==> src/rtl/tx_seq_pkg.sv <==
// Purpose: shared types and defaults for the RAM-to-serializer transmit sequencer.
// Latency: n/a (declarations only).
// Backpressure: n/a (declarations only).
package tx_seq_pkg;

    localparam int ADDR_W_DEF  = 8;
    localparam int DATA_W_DEF  = 16;
    localparam int RAM_LAT_MIN = 1;
    localparam int RAM_LAT_MAX = 2;

    typedef enum logic [3:0] {
        S_IDLE,
        S_LATCH,
        S_READ,
        S_WAIT_DATA,
        S_LOAD,
        S_WAIT_BUSY,
        S_WAIT_IDLE,
        S_NEXT,
        S_FINISH
    } state_t;

endpackage

==> src/rtl/ram_tx_sequencer_rise_detect.sv <==
// Purpose: registered rising-edge detector; a level already high at reset release is not an edge.
// Latency: rise is combinational from d, qualified by one cycle of history.
// Backpressure: none.
module rise_detect (
    input  logic clk,
    input  logic rst_n,
    input  logic d,
    output logic rise
);

    logic d_q;
    logic primed;

    // Track previous level; primed stays low for the first cycle after reset so a held level is ignored.
    always_ff @(posedge clk or negedge rst_n) begin
        if (!rst_n) begin
            d_q    <= 1'b0;
            primed <= 1'b0;
        end else begin
            d_q    <= d;
            primed <= 1'b1;
        end
    end

    assign rise = primed & d & ~d_q;

endmodule

==> src/rtl/ram_tx_sequencer.sv <==
// Purpose: walk RAM words 0..N-1 into the bit serializer (optional trailing sum word: SEQ_CHECKSUM_EN).
// Latency: first ser_start 3 cycles after the registered send edge (wr_active=0, RAM_LAT=1).
// Backpressure: reads stall while wr_active; each word waits for ser_busy to rise then fall.
module ram_tx_sequencer
    import tx_seq_pkg::*;
#(
    parameter int ADDR_W  = ADDR_W_DEF,
    parameter int DATA_W  = DATA_W_DEF,
    parameter int RAM_LAT = 1
) (
    input  logic              sysclk,
    input  logic              reset,
    input  logic              send,
    input  logic [ADDR_W:0]   word_count,
    input  logic              wr_active,
    output logic              rd_en,
    output logic [ADDR_W-1:0] rd_addr,
    input  logic [DATA_W-1:0] rd_data,
    output logic [DATA_W-1:0] ser_data,
    output logic              ser_start,
    input  logic              ser_busy,
    output logic              busy,
    output logic              done
);

    // Read latency clamped to what the wait counter supports.
    localparam int LAT = (RAM_LAT < RAM_LAT_MIN) ? RAM_LAT_MIN :
                         (RAM_LAT > RAM_LAT_MAX) ? RAM_LAT_MAX : RAM_LAT;

    state_t            state;
    state_t            state_nxt;
    logic              start;
    logic [ADDR_W:0]   cnt;
    logic [ADDR_W:0]   idx;
    logic [ADDR_W:0]   idx_inc;
    logic [1:0]        lat_cnt;
    logic              lat_last;
`ifdef SEQ_CHECKSUM_EN
    logic [DATA_W-1:0] acc;
    logic              sum_phase;
`endif

    rise_detect u_send_edge (
        .clk   (sysclk),
        .rst_n (reset),
        .d     (send),
        .rise  (start)
    );

    assign idx_inc  = idx + (ADDR_W+1)'(1);
    assign lat_last = (lat_cnt == 2'(LAT - 1));

    // State register.
    always_ff @(posedge sysclk or negedge reset) begin
        if (!reset) state <= S_IDLE;
        else        state <= state_nxt;
    end

    // Next-state decode; the writer always wins the RAM in READ.
    always_comb begin
        state_nxt = state;
        case (state)
            S_IDLE:      if (start) state_nxt = S_LATCH;
`ifdef SEQ_CHECKSUM_EN
            S_LATCH:     state_nxt = (word_count == '0) ? S_LOAD : S_READ;
`else
            S_LATCH:     state_nxt = (word_count == '0) ? S_FINISH : S_READ;
`endif
            S_READ:      if (!wr_active) state_nxt = S_WAIT_DATA;
            S_WAIT_DATA: if (lat_last) state_nxt = S_LOAD;
            S_LOAD:      state_nxt = S_WAIT_BUSY;
            S_WAIT_BUSY: if (ser_busy) state_nxt = S_WAIT_IDLE;
`ifdef SEQ_CHECKSUM_EN
            S_WAIT_IDLE: if (!ser_busy) state_nxt = sum_phase ? S_FINISH : S_NEXT;
            S_NEXT:      state_nxt = (idx_inc == cnt) ? S_LOAD : S_READ;
`else
            S_WAIT_IDLE: if (!ser_busy) state_nxt = S_NEXT;
            S_NEXT:      state_nxt = (idx_inc == cnt) ? S_FINISH : S_READ;
`endif
            S_FINISH:    state_nxt = S_IDLE;
            default:     state_nxt = S_IDLE;
        endcase
    end

    // Frame datapath: count/index capture, latency counter, word capture (and running sum).
    always_ff @(posedge sysclk or negedge reset) begin
        if (!reset) begin
            cnt       <= '0;
            idx       <= '0;
            lat_cnt   <= '0;
            ser_data  <= '0;
`ifdef SEQ_CHECKSUM_EN
            acc       <= '0;
            sum_phase <= 1'b0;
`endif
        end else begin
            case (state)
                S_LATCH: begin
                    cnt <= word_count;
                    idx <= '0;
`ifdef SEQ_CHECKSUM_EN
                    acc       <= '0;
                    sum_phase <= (word_count == '0);
                    if (word_count == '0) ser_data <= '0;
`endif
                end
                S_READ: lat_cnt <= '0;
                S_WAIT_DATA: begin
                    if (lat_last) begin
                        ser_data <= rd_data;
`ifdef SEQ_CHECKSUM_EN
                        acc      <= acc + rd_data;
`endif
                    end else begin
                        lat_cnt <= lat_cnt + 2'd1;
                    end
                end
                S_NEXT: begin
                    idx <= idx_inc;
`ifdef SEQ_CHECKSUM_EN
                    if (idx_inc == cnt) begin
                        ser_data  <= acc;
                        sum_phase <= 1'b1;
                    end
`endif
                end
                default: ;
            endcase
        end
    end

    assign rd_en     = (state == S_READ) && !wr_active;
    assign rd_addr   = idx[ADDR_W-1:0];
    assign ser_start = (state == S_LOAD);
    assign busy      = (state != S_IDLE);
    assign done      = (state == S_FINISH);

endmodule

==> config.mk <==
export PLATFORM = sky130hd
export DESIGN_NAME = ram_tx_sequencer
export DESIGN_NICKNAME = d
export VERILOG_FILES = /design/src/rtl/tx_seq_pkg.sv /design/src/rtl/ram_tx_sequencer_rise_detect.sv /design/src/rtl/ram_tx_sequencer.sv
export SDC_FILE = /design/constraint.sdc
export NUM_CORES = 1
export LEC_CHECK = 0
export CORE_ASPECT_RATIO = 1.5
export CORE_UTILIZATION = 48
export CTS_CLUSTER_DIAMETER = 120
export DETAILED_ROUTE_END_ITERATION = 6
export PLACE_DENSITY = 0.79
export SYNTH_ARGS = -nofsm -noshare
export SYNTH_HDL_FRONTEND = slang
export SYNTH_HIERARCHICAL = 1
export SYNTH_SLANG_ARGS = --single-unit
==> constraint.sdc <==
create_clock -name sysclk -period 2.68 [get_ports sysclk]
set_input_delay 0.268 -clock sysclk [delete_from_list [all_inputs] [get_ports sysclk]]
set_output_delay 0.268 -clock sysclk [all_outputs]
set_load 0.01 [all_outputs]
==> results of run 1 <==
## cells by family (layout without fill, tap and decap cells)
group                    after synthesis  after routing  share of synthesized area, %
adder cells (fa/ha/maj)                2              2                          1.15
flip-flops                            42             42                          48.2
multiplexers                          28             28                          16.1
buffers and inverters                 19             71                          5.63
AND/OR/NAND/NOR                       54             54                          12.9
XOR/XNOR                              13             13                          5.91
AO/OA/AOI/OAI                         31             31                          9.93
other                                  1              1                         0.172
## synthesized netlist by cell type (3+ instances only)
master   count
a22o_1       5
and3_1       4
buf_2        5
buf_4        8
dfrtp_1     42
inv_1        3
mux2_2      16
mux2_4      10
nand2_1     11
nand3_1      6
nor2_1      15
nor3_1       5
o21ai_0     11
xnor2_1      9
xor2_1       3
## worst max-delay path, stage by stage, from the launching register on
cell and delay, ps:
dfrtp_1 450, ha_1 280, xor3_1 430, nor3_1 190, o2111ai_1 140, nor4_1 390
o211ai_1 140
## stage by stage
| stage | cell area (µm²) | utilization [%] | total power, W |
|---|---|---|---|
| final | 2830 | 66.1 | 0.00276 |
| after CTS | 2830 | 66.1 | 0.00279 |
| after floorplan | 2180 | - | 0.00182 |
| after global placement | 2720 | 63.5 | 0.00225 |
| after detailed placement | 2720 | 63.5 | 0.00227 |
| after global routing | 2830 | 66.1 | 0.00292 |
## metal layers
metal / global-route usage [%] / up-vias
li1: - / 768
met1: 23.0 / 758
met2: 32.3 / 41
met3: 3.85 / 5
met4: 7.32 / 0
met5: 0 / -
## state kept, by name, indices dropped and copies added (netlist names)
| name | flops |
|---|---|
| cnt | 9 |
| idx | 9 |
| lat_cnt | 2 |
| ser_data | 16 |
| state | 4 |
| u_send_edge/d_q | 1 |
| u_send_edge/primed | 1 |
## path summary, 6_finish.rpt
path | slack, ps | from | endpoint | cells after the start
worst max-delay path | 530 | idx[0] | state[1] | 6
worst max register to register | 530 | idx[0] | state[1] | 6
min in group sysclk | 440 | send | u_send_edge/d_q | 1
worst min register to register | 510 | ser_data[7] | ser_data[7] | 1
max in group asynchronous | 2020 | reset | idx[0] | 1
worst min-delay path | 90 | reset | ser_data[6] | 1
## power by group
group	switching, W	internal [W]
registers	0.000218	0.000862
clock network	0.000219	0.000278
logic	0.000452	0.000729
## layout make-up
cell class	instances	area, µm²
Clock buffer	6	72.6
Clock inverter	2	37.5
Fill cell	357	1450
Inverter	3	11.3
Multi-Input combinational cell	129	1010
Sequential cell	42	1050
Tap cell	46	57.6
Timing Repair Buffer	60	588
==> flow_summary_export.csv, run 1 <==
group,metric,value,unit
logic_synthesis,synth_cells,190,
final_layout,drive_above_1_share,17.8,%
clock_tree,clk_latency,300,ps
die,row_count,29,
logic_synthesis,synth_area_leaders,"dfrtp_1 48%, mux2_2 8.3%, mux2_4 6.9%",
critical_path,crit_type,"register to register",
place,place.gp.congestion,0.823,
logic_synthesis,synth_warnings,6,
final_layout,final_common_cell,"clkdlybuf4s50_1",
final_layout,fin_nets,273,
logic_synthesis,syn_area,0.00218,mm²
timing,worst_slew_pin_slew,907,ps
timing,drv_slew,0,
drt,drtIter0Drc,29,
global_routing,grt_pass1_wl,6980,µm
final_layout,area_growth,29.9,%
global_routing,grt_max_degree,43,
drt,postRouteAntennaNets,0,
global_routing,grt_pass1_vias,1533,
drt,wl_met2,2230,µm
logic_synthesis,async_reset_ff_share,100,%
clock_tree,clk_pin_slew,80,ps
timing,final_hold_viol_count,0,
die,die_area,0.00482,mm²
drt,vias,1572,
timing,grt_setup_unrepaired,"no",
clock_tree,cts_tree,"done",
final_layout,mostFrequentLayoutCells,"56 x clkdlybuf4s50_1, 42 x dfrtp_1, 16 x mux2_2",
drt,drt-pass1-iter-count,6,
drt,drt-met1-wl,1740,µm
final_layout,stdcell_count,288,
clock_tree,clockBufferDepth,2,
global_routing,gr-total-overflow,0,
drt,routedWlPerCell,14.6,µm
place,place_inst,280,
drt,wl,4210,µm
logic_synthesis,ys_ff_latch,42,
die,fp.coreArea,0.00428,mm²
clock_tree,htreeDepth,2,
timing,maxSlewHeadroom,39.5,%
timing,final.setup.tns,0,ps
timing,setup_slack,533,ps
timing,skew,2.93,ps
timing,setup_viol,0,
pwr,p_leak,1.18,nW
clock_tree,clock_sinks,42,
logic_synthesis,syn-num-nets,222,
critical_path,cp_max_fo,7,
status,violations,"DRC",
drt,maxUsedRoutingLayer,"met4",
drt,avgViaCountPerCell,5.46,
die,die_x,57.0,µm
logic_synthesis,avgSynthCellArea,11.5,µm²
timing,min_period_over_period,80.1,%
pwr,power_density,975,mW/mm²
global_routing,grt_use_total,18.9,%
logic_synthesis,synth-edff-count,0,
die,initial_core_util,50.9,%
logic_synthesis,seq_area_frac_synth,48.2,%
critical_path,crit_arrival,2320,ps
place,portBuffers,57,
timing,hold_ws,94.2,ps
die,ios,58,
pwr,peakVddDrop,0.000663,V
timing,max_freq,0.466,GHz
hold_path,hold_class,"input port to asynchronous set/reset pin",
die,die_h,84.5,µm
clock_tree,post_cts_buffers,0,
status,run_status,"finished with violations",
logic_synthesis,synth_top_area_share,48.2,%
clock_tree,cts_hold_buffers,0,
logic_synthesis,synthFlopType,"dfrtp_1",
logic_synthesis,netlist-cell-type-count,43,
final_layout,diodes,0,
timing,period_minus_slack,2150,ps
run,maxCapViolCount,0,
logic_synthesis,yosys.area.top_type,"dfrtp_1",
drt,wl_met3,169,µm
clock_tree,cts_buffers,5,
place,dp_worst_setup_slack,546,ps
clock_tree,cts-resized-gates,0,
clock_tree,root_buffer,"clkbuf_8",
place,dpl.hpwl,3070,µm
drt,drc,4,
global_routing,antenna_found_initial,0,
critical_path,endpoint_kind,"register",
critical_path,startpoint_type,"register",
critical_path,critPathRequiredTime,2850,ps
Note: power is estimated with default switching activity, not from simulation.
==> run 2: changes to the inputs <==
- CORE_UTILIZATION: 48 -> 44
- PLACE_DENSITY: 0.79 -> 0.77
- clock period: 2.68 -> 1.96 ns (I/O delays scaled with it)
==> flow_summary_export.csv, run 2 (synthesis gave the netlist of run 1 again) <==
group,metric,value,unit
status,run_status,"finished clean",
die,ios,58,
critical_path,path_cells,"inv_2 -> ha_4 -> nor2_2 -> a21oi_2 -> a21oi_2 -> nor4_4 -> buf_4 -> clkbuf_16 -> mux2_4",
drt,routedWlPerCell,13.9,µm
place,dpl.hpwl,3420,µm
drt,drtIter0Drc,44,
pwr,p_sw_share,33.1,%
place,place.gp.congestion,0.775,
critical_path,crit_path_frequent_cell,"a21oi_2",
timing,min_period_over_period,95.6,%
pwr,p_leak,1.29,nW
critical_path,regToRegEndpoint,"ser_data[15]",
place,portBuffers,57,
critical_path,critPathRequiredTime,2140,ps
pwr,power_density,1250,mW/mm²
final_layout,fin_nets,292,
critical_path,cp_slowest_cell,"dfrtp_1",
critical_path,crit_arrival,2060,ps
clock_tree,root_buffer,"clkbuf_8",
final_layout,drive_above_1_share,25.8,%
drt,wl,4520,µm
die,row_count,31,
timing,skew,5.20,ps
pwr,peakVddDrop,0.000952,V
critical_path,max_stage_delay,410,ps
final_layout,diodes,0,
hold_path,hold_depth,1,
critical_path,startpoint_type,"register",
final_layout,finalCoreUtilization,63.1,%
drt,drt-pass1-iter-count,4,
hold_path,hold_class,"input port to register",
hold_path,worstHoldEndpoint,"u_send_edge/d_q",
drt,postRouteAntennaNets,0,
final_layout,top_regs,"ser_data: 16 flops, cnt: 9 flops, idx: 9 flops",
final_layout,fin_area,0.00303,mm²
pwr,p_seq_share,37.0,%
critical_path,endpoint_kind,"register",
final_layout,largest_reg_flops,16,
pwr,pwr-share-comb,49.0,%
timing,period_minus_slack,1870,ps
critical_path,timing.rr.start,"lat_cnt[1]",
die,initial_core_util,45.3,%
die,die_h,88.2,µm
place,place_inst,315,
timing,setup_viol,0,
final_layout,final_common_cell,"clkdlybuf4s50_1",
clock_tree,clk_latency,290,ps
critical_path,ff2ff_setup_slack,90,ps
global_routing,antenna_found_initial,0,
critical_path,critPathTopFamily,"buffers and inverters",
drt,vias,1673,
die,fp.coreArea,0.00481,mm²
clock_tree,clockBufferDepth,2,
die,die_area,0.00524,mm²
clock_tree,clock_sinks,42,
run,maxCapViolCount,0,
hold_path,worstHoldStart,"send",
place,dp_worst_setup_slack,7.13,ps
pwr,p_switching,0.00126,W
pwr,p_int,0.00254,W
global_routing,gr-total-overflow,0,
global_routing,grt_pass1_vias,1712,
clock_tree,cts_buffers,5,
global_routing,grt_pass1_wl,7400,µm
critical_path,critPathBufInv,3,
timing,worst_slew_pin_slew,553,ps
clock_tree,cts_tree,"done",
final_layout,mostFrequentLayoutCells,"54 x clkdlybuf4s50_1, 42 x dfrtp_1, 19 x buf_4",
timing,final_hold_viol_count,0,
critical_path,r2r_cells,9,
critical_path,crit_type,"register to register",
clock_tree,htreeDepth,2,
global_routing,grt_max_degree,25,
timing,setup_slack,85.3,ps
global_routing,grt_use_total,18.8,%
place,placed_area,0.00289,mm²
final_layout,stdcell_count,326,
final_layout,regMostFlops,"ser_data",
critical_path,cp_max_fo,8,
drt,avgViaCountPerCell,5.13,
final_layout,area_growth,39.2,%
die,die_x,59.5,µm
timing,maxSlewHeadroom,63.0,%
timing,max_freq,0.533,GHz
final_layout,nFillCells,418,
drt,drc,0,
clock_tree,clk_pin_slew,80,ps
pwr,p_clk_share,14.0,%
timing,drv_slew,0,
run 2: cell count changes in the layout (fill, tap and decap cells not counted), sizes merged:
cell           before  now
clkinvlp            1    2
dlygate4sd2         0    1
dlygate4sd3         0    1
buf                 4   21
clkdlybuf4s50      56   54
bufinv              1    0
dlymetal6s2s        0    1
run 2: area by class of cell:
cell class	instances	area (µm²)	share of cell area, %
tap	66	82.6	2.72
clock inverter	2	15.0	0.495
sequential	42	1050	34.7
multi-input combinational	129	1040	34.3
inverter	3	11.3	0.371
timing repair buffer	79	764	25.2
clock buffer	5	68.8	2.27
run 2: metrics by stage:
step / hold slack [ps] / setup TNS, ps / power, W
final: 362 / 0 / 0.00380
after CTS: 359 / 0 / 0.00377
after global placement: 201 / 0 / 0.00319
after floorplan: -99.6 / 0 / 0.00250
after detailed placement: 211 / 0 / 0.00323
after global routing: 368 / -40.5 / 0.00404
run 2: power by group through the flow:
| stage | clock [W] | combinational [W] | sequential [W] |
|---|---|---|---|
| floorplan | 0 | 0.00106 | 0.00144 |
| global placement | 0 | 0.00178 | 0.00141 |
| detailed placement | 0 | 0.00182 | 0.00142 |
| CTS | 0.000544 | 0.00182 | 0.00141 |
| global route | 0.000580 | 0.00201 | 0.00145 |
| finish | 0.000531 | 0.00186 | 0.00141 |
run 2: worst max path at each step:
stage	startpoint	slack, ps	cells after the start	endpoint
after floorplan	lat_cnt[1]	20	8	ser_data[0]
after global placement	ser_busy	40	7	ser_data[6]
after detailed placement	ser_busy	7	7	ser_data[6]
after CTS	idx[0]	20	7	state[1]
after global routing	lat_cnt[1]	-6	9	ser_data[15]
final	lat_cnt[1]	90	9	ser_data[15]
run 2: metal layers:
| metal | vias to the layer above | global-route usage (%) | wire [µm] |
|---|---|---|---|
| li1 | 802 | - | - |
| met1 | 822 | 21.2 | 1790 |
| met2 | 40 | 33.4 | 2450 |
| met3 | 9 | 4.87 | 174 |
| met4 | 0 | 6.49 | 104 |
| met5 | - | 0 | 0 |
run 2: timing repair:
action                                  4_1_cts  5_1_grt
resized for setup                             1        5
hold endpoints to repair                     22        0
cloned                                        0        1
hold buffers                                  1        0
setup buffers                                 0        2
endpoints found under the setup margin        1       19
pin swaps                                     0        3
==> run 3: changes to the inputs <==
- RECOVER_POWER: default -> 50
==> flow_summary_export.csv, run 3 (synthesis gave the netlist of run 1 again) <==
group,metric,value,unit
critical_path,path_cells,"inv_2 -> ha_4 -> nor2_2 -> a21oi_2 -> a21oi_2 -> nor4_4 -> buf_4 -> clkbuf_16 -> mux2_4",
final_layout,stdcell_count,326,
global_routing,grt_use_total,18.8,%
clock_tree,cts_buffers,5,
final_layout,regMostFlops,"ser_data",
timing,skew,5.20,ps
final_layout,fin_area,0.00303,mm²
clock_tree,clk_latency,290,ps
clock_tree,clockBufferDepth,2,
final_layout,top_regs,"ser_data: 16 flops, cnt: 9 flops, idx: 9 flops",
global_routing,antenna_found_initial,0,
pwr,peakVddDrop,0.000933,V
place,dpl.hpwl,3420,µm
timing,period_minus_slack,1870,ps
die,row_count,31,
place,place.gp.congestion,0.775,
final_layout,drive_above_1_share,25.4,%
clock_tree,cts_tree,"done",
timing,drv_slew,0,
drt,drtIter0Drc,48,
drt,wl,4530,µm
critical_path,max_stage_delay,410,ps
die,ios,58,
global_routing,gr-total-overflow,0,
critical_path,crit_path_frequent_cell,"a21oi_2",
drt,vias,1669,
die,initial_core_util,45.3,%
hold_path,worstHoldStart,"send",
clock_tree,root_buffer,"clkbuf_8",
pwr,p_leak,1.30,nW
critical_path,endpoint_kind,"register",
final_layout,final_common_cell,"clkdlybuf4s50_1",
drt,avgViaCountPerCell,5.12,
critical_path,crit_type,"register to register",
drt,postRouteAntennaNets,0,
final_layout,diodes,0,
hold_path,hold_class,"input port to register",
global_routing,grt_pass1_vias,1712,
pwr,power_density,1240,mW/mm²
drt,drc,0,
timing,final_hold_viol_count,0,
critical_path,startpoint_type,"register",
die,die_x,59.5,µm
die,die_area,0.00524,mm²
timing,max_freq,0.533,GHz
die,fp.coreArea,0.00481,mm²
pwr,p_total,0.00376,W
final_layout,nFillCells,418,
final_layout,seqCellArea,0.00105,mm²
final_layout,area_growth,38.9,%
final_layout,largest_reg_flops,16,
final_layout,fin_nets,292,
timing,worst_slew_pin_slew,1290,ps
timing,min_period_over_period,95.6,%
critical_path,crit_arrival,2060,ps
drt,routedWlPerCell,13.9,µm
critical_path,cp_slowest_cell,"dfrtp_1",
place,portBuffers,57,
timing,maxSlewHeadroom,13.8,%
clock_tree,clock_sinks,42,
drt,drt-pass1-iter-count,4,
die,die_h,88.2,µm
final_layout,multiInputGateArea,0.00104,mm²
global_routing,grt_pass1_wl,7400,µm
critical_path,timing.rr.start,"lat_cnt[1]",
critical_path,startpoint,"lat_cnt[1]",
critical_path,cp_max_fo,8,
critical_path,critPathRequiredTime,2140,ps
place,placed_area,0.00289,mm²
global_routing,grt_max_degree,25,
timing,setup_viol,0,
clock_tree,clk_pin_slew,80,ps
final_layout,mostFrequentLayoutCells,"44 x clkdlybuf4s50_1, 42 x dfrtp_1, 17 x buf_4",
status,run_status,"finished clean",
run,maxCapViolCount,0,
place,place_inst,315,
clock_tree,htreeDepth,2,
timing,final.setup.tns,0,ps
run 3: cell types whose count changed in the layout (fill, tap and decap cells not counted):
cell             change
clkdlybuf4s50_1     -10
dlygate4sd3_1       +10
buf_4                -2
clkbuf_2             +2
buf_2                -1
clkbuf_1             +1
run 3: path summary, 6_finish.rpt:
kind                                   endpoint  slack (ps)  depth (start not counted)
worst max-delay path               ser_data[15]          90                          9
worst min-delay path            u_send_edge/d_q         480                          1
worst max register to register     ser_data[15]          90                          9
worst min register to register      ser_data[6]         510                          1
max in group asynchronous                cnt[6]         340                          3
min in group asynchronous                idx[1]         700                          2
run 3: through the flow:
stage	util (%)	hold WS (ps)	worst slack, ps
5_1_grt	62.9	484	-6.45
2_1_floorplan	-	-99.6	20.1
3_3_place_gp	60.0	201	43.8
6_report	62.9	478	85.3
4_1_cts	61.9	359	22.7
3_5_place_dp	60.0	211	7.13
run 3: area by class of cell:
type / instances / share of cell area [%]
timing repair buffer: 79 / 25.1
inverter: 3 / 0.372
multi-input combinational: 129 / 34.4
tap: 66 / 2.73
sequential: 42 / 34.7
clock inverter: 2 / 0.496
clock buffer: 5 / 2.27
run 3: power breakdown:
part | leakage [nW] | internal [W] | total [W] | switching (W)
Sequential | 0.526 | 0.00118 | 0.00140 | 0.000220
Clock | 0.0362 | 0.000243 | 0.000531 | 0.000288
Combinational | 0.736 | 0.00108 | 0.00182 | 0.000744
run 3: critical path: cells and delay by family (launching register included):
kind | cells | cell delay [ps]
AO/OA/AOI/OAI | 2 | 220
adder cells (fa/ha/maj) | 1 | 150
buffers and inverters | 3 | 440
flip-flops | 1 | 410
multiplexers | 1 | 300
AND/OR/NAND/NOR | 2 | 250
run 3: routing by layer:
metal	track usage [%]	up-vias	routed length, µm	share of wire [%]
li1	-	802	-	-
met1	21.2	820	1810	40
met2	33.4	38	2450	54
met3	4.87	9	163	3.6
met4	6.49	0	104	2.3
met5	0	-	0	0
run 3: timing repair:
item	4_1_cts	5_1_grt
setup endpoints to repair	1	19
gates resized for setup	1	5
setup buffers	0	2
cloned	0	1
pin swaps	0	3
hold buffers	1	0
hold endpoints to repair	22	0
